==> src/rtl/marquee_pkg.sv <==
// Shared constants, state encodings and character helpers for the marquee
// message writer and its UART receiver.
package marquee_pkg;

  localparam logic [7:0] ASCII_CR    = 8'h0D;
  localparam logic [7:0] ASCII_LF    = 8'h0A;
  localparam logic [7:0] ASCII_ESC   = 8'h1B;
  localparam logic [7:0] PRINT_LO    = 8'h20;
  localparam logic [7:0] PRINT_HI    = 8'h60;
  localparam logic [7:0] LOWER_LO    = 8'h61;
  localparam logic [7:0] LOWER_HI    = 8'h7A;
  localparam logic [7:0] CASE_OFFSET = 8'h20;

  typedef enum logic [1:0] {IDLE, START, DATA, STOP} rx_state_e;

  typedef enum logic [1:0] {BYTE_DROP, BYTE_TERM, BYTE_ESC, BYTE_STORE} byte_class_e;

  function automatic logic is_lower(input logic [7:0] c);
    return (c >= LOWER_LO) && (c <= LOWER_HI);
  endfunction

  function automatic byte_class_e classify(input logic [7:0] c);
    byte_class_e cls;
    if ((c == ASCII_CR) || (c == ASCII_LF)) begin
      cls = BYTE_TERM;
    end else if (c == ASCII_ESC) begin
      cls = BYTE_ESC;
    end else if (((c >= PRINT_LO) && (c <= PRINT_HI)) || is_lower(c)) begin
      cls = BYTE_STORE;
    end else begin
      cls = BYTE_DROP;
    end
    return cls;
  endfunction

  function automatic logic [7:0] to_upper(input logic [7:0] c);
    return is_lower(c) ? (c - CASE_OFFSET) : c;
  endfunction

endpackage

==> src/rtl/marquee_msg_writer_uart_rx.sv <==
// 8N1 UART receiver: 2-flop synchronizer, bit timer and deframing FSM.
// rx_valid / rx_ferr are decoded on the stop-bit sample cycle itself.
module uart_rx_8n1
  import marquee_pkg::*;
#(
  parameter int CLKS_PER_BIT = 1259
) (
  input  logic       clk,
  input  logic       rst,
  input  logic       rxd,
  output logic [7:0] rx_byte,
  output logic       rx_valid,
  output logic       rx_ferr,
  output logic       busy
);

  localparam int TW = $clog2(CLKS_PER_BIT + 1);
  localparam logic [TW-1:0] HALF_M1 = TW'(CLKS_PER_BIT / 2 - 1);
  localparam logic [TW-1:0] FULL_M1 = TW'(CLKS_PER_BIT - 1);

  logic            sync1_r, sync2_r;
  logic            rxd_s;
  rx_state_e       state_r;
  logic [TW-1:0]   timer_r;
  logic [2:0]      bit_idx_r;
  logic [7:0]      shift_r;
  logic            stop_sample_s;

  // Synchronizer flops preset to the idle line level.
  always_ff @(posedge clk or posedge rst) begin
    if (rst) begin
      sync1_r <= 1'b1;
      sync2_r <= 1'b1;
    end else begin
      sync1_r <= rxd;
      sync2_r <= sync1_r;
    end
  end

  assign rxd_s = sync2_r;

  // Deframer: start validation at half bit, then centre sampling.
  always_ff @(posedge clk or posedge rst) begin
    if (rst) begin
      state_r   <= IDLE;
      timer_r   <= '0;
      bit_idx_r <= 3'd0;
      shift_r   <= 8'h00;
    end else begin
      case (state_r)
        IDLE: begin
          timer_r   <= '0;
          bit_idx_r <= 3'd0;
          state_r   <= rxd_s ? IDLE : START;
        end
        START: begin
          if (timer_r == HALF_M1) begin
            timer_r <= '0;
            state_r <= rxd_s ? IDLE : DATA;
          end else begin
            timer_r <= timer_r + TW'(1);
          end
        end
        DATA: begin
          if (timer_r == FULL_M1) begin
            timer_r   <= '0;
            shift_r   <= {rxd_s, shift_r[7:1]};
            bit_idx_r <= bit_idx_r + 3'd1;
            state_r   <= (bit_idx_r == 3'd7) ? STOP : DATA;
          end else begin
            timer_r <= timer_r + TW'(1);
          end
        end
        STOP: begin
          if (timer_r == FULL_M1) begin
            timer_r <= '0;
            state_r <= IDLE;
          end else begin
            timer_r <= timer_r + TW'(1);
          end
        end
        default: begin
          timer_r <= '0;
          state_r <= IDLE;
        end
      endcase
    end
  end

  assign stop_sample_s = (state_r == STOP) && (timer_r == FULL_M1);
  assign rx_valid      = stop_sample_s & rxd_s;
  assign rx_ferr       = stop_sample_s & ~rxd_s;
  assign rx_byte       = shift_r;
  assign busy          = (state_r != IDLE);

endmodule

==> src/rtl/marquee_msg_writer.sv <==
// Marquee message writer: filters received UART characters into the message
// RAM and publishes the message length on CR/LF.
module marquee_msg_writer
  import marquee_pkg::*;
#(
  parameter int CLKS_PER_BIT = 1259,
  parameter int ADDR_W       = 6
) (
  input  logic              clk,
  input  logic              rst,
  input  logic              rxd,
  output logic              wr_en,
  output logic [ADDR_W-1:0] wr_addr,
  output logic [7:0]        wr_data,
  output logic [ADDR_W:0]   msg_len,
  output logic              msg_valid,
  output logic              busy,
  output logic              frame_err
);

  localparam logic [ADDR_W:0] PTR_ZERO = {(ADDR_W+1){1'b0}};
  localparam logic [ADDR_W:0] PTR_FULL = {1'b1, {ADDR_W{1'b0}}};

  logic [7:0]      rx_byte_s;
  logic            rx_valid_s;
  logic            rx_ferr_s;
  logic [ADDR_W:0] ptr_r;
  byte_class_e     cls_s;
  logic [7:0]      char_s;

  uart_rx_8n1 #(
    .CLKS_PER_BIT(CLKS_PER_BIT)
  ) u_rx (
    .clk     (clk),
    .rst     (rst),
    .rxd     (rxd),
    .rx_byte (rx_byte_s),
    .rx_valid(rx_valid_s),
    .rx_ferr (rx_ferr_s),
    .busy    (busy)
  );

  // Classify and case-fold the byte presented on the stop-sample cycle.
  always_comb begin
    cls_s  = classify(rx_byte_s);
    char_s = to_upper(rx_byte_s);
  end

  // Pointer, RAM write and message publish; the pointer saturates at PTR_FULL.
  always_ff @(posedge clk or posedge rst) begin
    if (rst) begin
      ptr_r     <= PTR_ZERO;
      wr_en     <= 1'b0;
      wr_addr   <= {ADDR_W{1'b0}};
      wr_data   <= 8'h00;
      msg_len   <= PTR_ZERO;
      msg_valid <= 1'b0;
      frame_err <= 1'b0;
    end else begin
      wr_en     <= 1'b0;
      msg_valid <= 1'b0;
      frame_err <= rx_ferr_s;
      if (rx_valid_s) begin
        case (cls_s)
          BYTE_TERM: begin
            if (ptr_r != PTR_ZERO) begin
              msg_len   <= ptr_r;
              msg_valid <= 1'b1;
              ptr_r     <= PTR_ZERO;
            end
          end
          BYTE_ESC: ptr_r <= PTR_ZERO;
          BYTE_STORE: begin
            if (ptr_r != PTR_FULL) begin
              wr_en   <= 1'b1;
              wr_addr <= ptr_r[ADDR_W-1:0];
              wr_data <= char_s;
              ptr_r   <= ptr_r + {{ADDR_W{1'b0}}, 1'b1};
            end
          end
          default: ;
        endcase
      end
    end
  end

endmodule

==> config.mk <==
export PLATFORM = sky130hd
export DESIGN_NAME = marquee_msg_writer
export DESIGN_NICKNAME = d
export VERILOG_FILES = /design/src/rtl/marquee_pkg.sv /design/src/rtl/marquee_msg_writer_uart_rx.sv /design/src/rtl/marquee_msg_writer.sv
export SDC_FILE = /design/constraint.sdc
export NUM_CORES = 1
export LEC_CHECK = 0
export CORE_ASPECT_RATIO = 1.1
export CORE_UTILIZATION = 56
export DETAILED_ROUTE_END_ITERATION = 8
export PLACE_DENSITY = 0.9
export SYNTH_ARGS = -nofsm -noshare
export SYNTH_HDL_FRONTEND = slang
export SYNTH_SLANG_ARGS = --single-unit
==> constraint.sdc <==
create_clock -name clk -period 2.6 [get_ports clk]
set_input_delay 0.39 -clock clk [delete_from_list [all_inputs] [get_ports clk]]
set_output_delay 0.39 -clock clk [all_outputs]
set_load 0.02 [all_outputs]
==> metrics.md <==
| Metric | Value |
|---|---|
| Status | complete, no violations |
| Worst path max stage delay | 450 ps |
| Non-Filler Instances | 341 |
| Hold WS | 355.2 ps |
| # setup viols final | 0 |
| WL met1 | 2.416 mm |
| Initial Utilization | 0.5907 |
| Worst-Margin Slew | 661.2 ps |
| Initial antenna violation count | 0 |
| Synth Instances | 248 |
| DR DRC count | 0 |
| Endpoint class of the critical path | flip-flop |
| DP Worst Slack | 278.7 ps |
| Layout cells sized above 1 | 0.1825 |
| Synth top area share | 0.4939 |
| Vias in the first global route | 1929 |
| Syn_nets | 261 |
| Post-route ant nets | 0 |
| Die Wd | 69.26 µm |
| R2R Path Start | u_rx.timer_r[0] |
| R2R Setup Slk | 240 ps |
| #FFs+latches synth | 57 |
| Synth area leaders | dfrtp_1 (49%), mux2_2 (8.5%), ha_1 (4.5%), a21oi_1 (2.5%), nor2_1 (2.4%) |
| Routed WL per cell | 15.60 µm |
| Core Region | 4717 µm² |
| Crit path launch | u_rx.timer_r[0] |
| Crit path capture | wr_data[3] |
| Detailed-route via count | 1994 |
| Critical Path Fanout Max | 8 |
| Crit-path cells | inv_1 -> ha_1 -> and3b_1 -> and4_1 -> nor4b_4 -> buf_4 -> mux2_2 |
| # hold bufs at CTS | 0 |
| Register area share after synthesis | 0.5128 |
| Area delta synth->final | 18.01% |
| Total chip power | 1.659 mW |
| Yosys warnings | 0 |
| Final Cell Area | 3288 µm² |
| LEAKAGE | 1.506 nW |
| Reg2reg end | wr_data[3] |
| Maximum vdd drop | 332.2 µV |
| Die area | 5262 µm² |
| PD cells | 504.6 nW/µm² |
| Period Utilization, post-route | 0.9072 |
| GRT Total Usage | 0.2241 |
| DRT Pass-1 Iters | 4 |
| Clock Skew | 7.629 ps |
| Mean post-synth cell area | 11.24 µm² |
| DPL Wire Length | 3.657 mm |
| Met2 routed WL | 2.596 mm |
| Total wire length | 5.321 mm |
| # resized after CTS | 0 |
| Die Ht | 75.98 µm |
| CTS tree | done |
| CTS Buf Count | 9 |
| Reg2Reg Depth | 7 |
| GRT overflow | 0 |
| CP delay by family, top | simple AND/OR/NAND/NOR gates |
| WP data required | 2820 ps |
| Critical Path Stages | 7 |
| Post-CTS setup buffer count | 0 |
| Mapped Area | 2786 µm² |
| Setup ws final | 241.3 ps |
| Largest area contributor in the netlist | dfrtp_1 |
| Setup TNS | 0 ps |
| FMAX | 424.0 MHz |
| CP Buf/Inv Count | 2 |
| Hold Fails Final Rpt | 0 |
| Critical path arrival | 2580 ps |
| Net count reported at finish | 293 |
| Slew Limit Headroom | 0.5558 |
| DRT iter0 DRCs | 163 |
| CTS Buffer Depth | 2 |
| Routability Congestion | 0.8421 |
| Final core occ | 0.6971 |
| DR vias/cell | 5.848 |
| Max_cap viols | 0 |
| First-pass GRT wire length | 9.163 mm |
| Clock latency on the worst-skew pair | 340 ps |
| Placed cell area | 3108 µm² |
| Unrepaired setup endpoints after global routing | no |
| CP startpoint kind | flip-flop |
| Fillers | 349 |
| HP Class | flip-flop to flip-flop |
| CTS sink cnt | 57 |
| Metal3 WL | 176 µm |
| Pin count of the biggest net entering global routing | 32 |
| Top Metal Used | met4 |
| Slew Limit Fails | 0 |
| H-tree depth | 3 |
| IO Port Bufs | 27 |
| Clock slew at reported path FFs | 60 ps |
| Tmin final | 2359 ps |
| # diodes | 0 |
| Top Ports | 28 |
| Synth cell types | 47 |
| Number of core rows | 26 |
| CTS root buf | clkbuf_8 |
| Critical Path Slowest Stage Cell | nor4b_4 |
| Crit Path Class | flip-flop to flip-flop |
| Placed cells | 325 |
logic make-up (layout without fill, tap and decap cells):
logic type      count (synthesis)  after routing  share of synthesized area
buf+inv                        26             63                    0.04490
mux                            24             24                    0.09609
compound gates                 42             42                     0.1060
flops                          57             57                     0.5128
simple gates                   80             80                     0.1670
xor+xnor                        9              9                    0.02829
fa+ha+maj                      10             10                    0.04490
flip-flops by register name, indices dropped and copies added, names as in the netlist, named ones only:
register        count
u_rx.timer_r       11
u_rx.rx_byte        8
wr_data             8
msg_len             7
ptr_r               7
wr_addr             6
u_rx.bit_idx_r      3
frame_err           1
msg_valid           1
u_rx.rxd_s          1
u_rx.state_r        1
u_rx.sync1_r        1
wr_en               1
cell usage after synthesis, drive strengths merged:
master  count
and4        1
ha         10
nor4b       7
o31ai       2
and2b       1
a211oi      2
nand2b      1
dfstp       2
and3b       1
buf         8
a21oi      15
mux2i       2
nand3      13
dfrtp      55
o21ai      12
nand4       2
nand2      16
a41oi       2
nor3        3
and4b       1
xor2        3
nor3b       1
nor2       18
and3        8
a31o        1
clkbuf      3
mux2       22
a22o        4
a31oi       1
or4         1
o311ai      1
o211ai      2
or2         1
inv        15
nor4bb      1
xnor2       6
and2        1
nor4        3
where the power goes:
| group | switching, mW | internal [mW] | total, mW | leakage [nW] |
|---|---|---|---|---|
| sequential | 0.00132 | 0.890 | 0.892 | 0.775 |
| clock | 0.318 | 0.426 | 0.744 | 0.0910 |
| combinational | 0.0175 | 0.00616 | 0.0237 | 0.640 |
| total | 0.337 | 1.32 | 1.66 | 1.51 |
cell usage in the layout (no fill, tap or decap), drive strengths merged, types with 2 or more instances in the layout:
cell type / instances
dfrtp: 55
clkdlybuf4s50: 27
mux2: 22
nor2: 18
nand2: 16
clkbuf: 16
inv: 15
a21oi: 15
nand3: 13
o21ai: 12
ha: 10
and3: 8
nor4b: 7
xnor2: 6
buf: 5
a22o: 4
nor4: 3
nor3: 3
xor2: 3
nand4: 2
o211ai: 2
a211oi: 2
mux2i: 2
dfstp: 2
o31ai: 2
a41oi: 2
layout make-up:
class	instances	area (µm²)	share of cell area
Inverter	15	56.30	0.01712
Clock buffer	16	180.2	0.05479
Timing Repair Buffer	32	320.3	0.09741
Sequential cell	57	1429	0.4346
Tap cell	56	70.07	0.02131
Multi-Input combinational cell	165	1232	0.3748
worst reg2reg max path, stage by stage (launching register included):
cell,delay (ps)
dfrtp_1,420
inv_1,100
ha_1,150
and3b_1,190
and4_1,330
nor4b_4,450
buf_4,260
mux2_2,350
worst min-delay path by stage:
| stage | from | cells after the start | slack (ps) | end |
|---|---|---|---|---|
| 2_1_floorplan | u_rx.sync1_r | 0 | 350 | u_rx.rxd_s |
| 3_3_place_gp | u_rx.sync1_r | 0 | 350 | u_rx.rxd_s |
| 3_5_place_dp | u_rx.sync1_r | 0 | 350 | u_rx.rxd_s |
| 4_1_cts | u_rx.sync1_r | 0 | 360 | u_rx.rxd_s |
| 5_1_grt | u_rx.sync1_r | 0 | 360 | u_rx.rxd_s |
| 6_report | u_rx.sync1_r | 0 | 360 | u_rx.rxd_s |
per-layer routing:
metal  global-route usage  vias up
met5                    0        -
met4               0.1286        0
met3              0.05556       12
met2               0.3476       45
met1               0.2856      995
li1                     -      942
(Power assumes the default switching activity.)
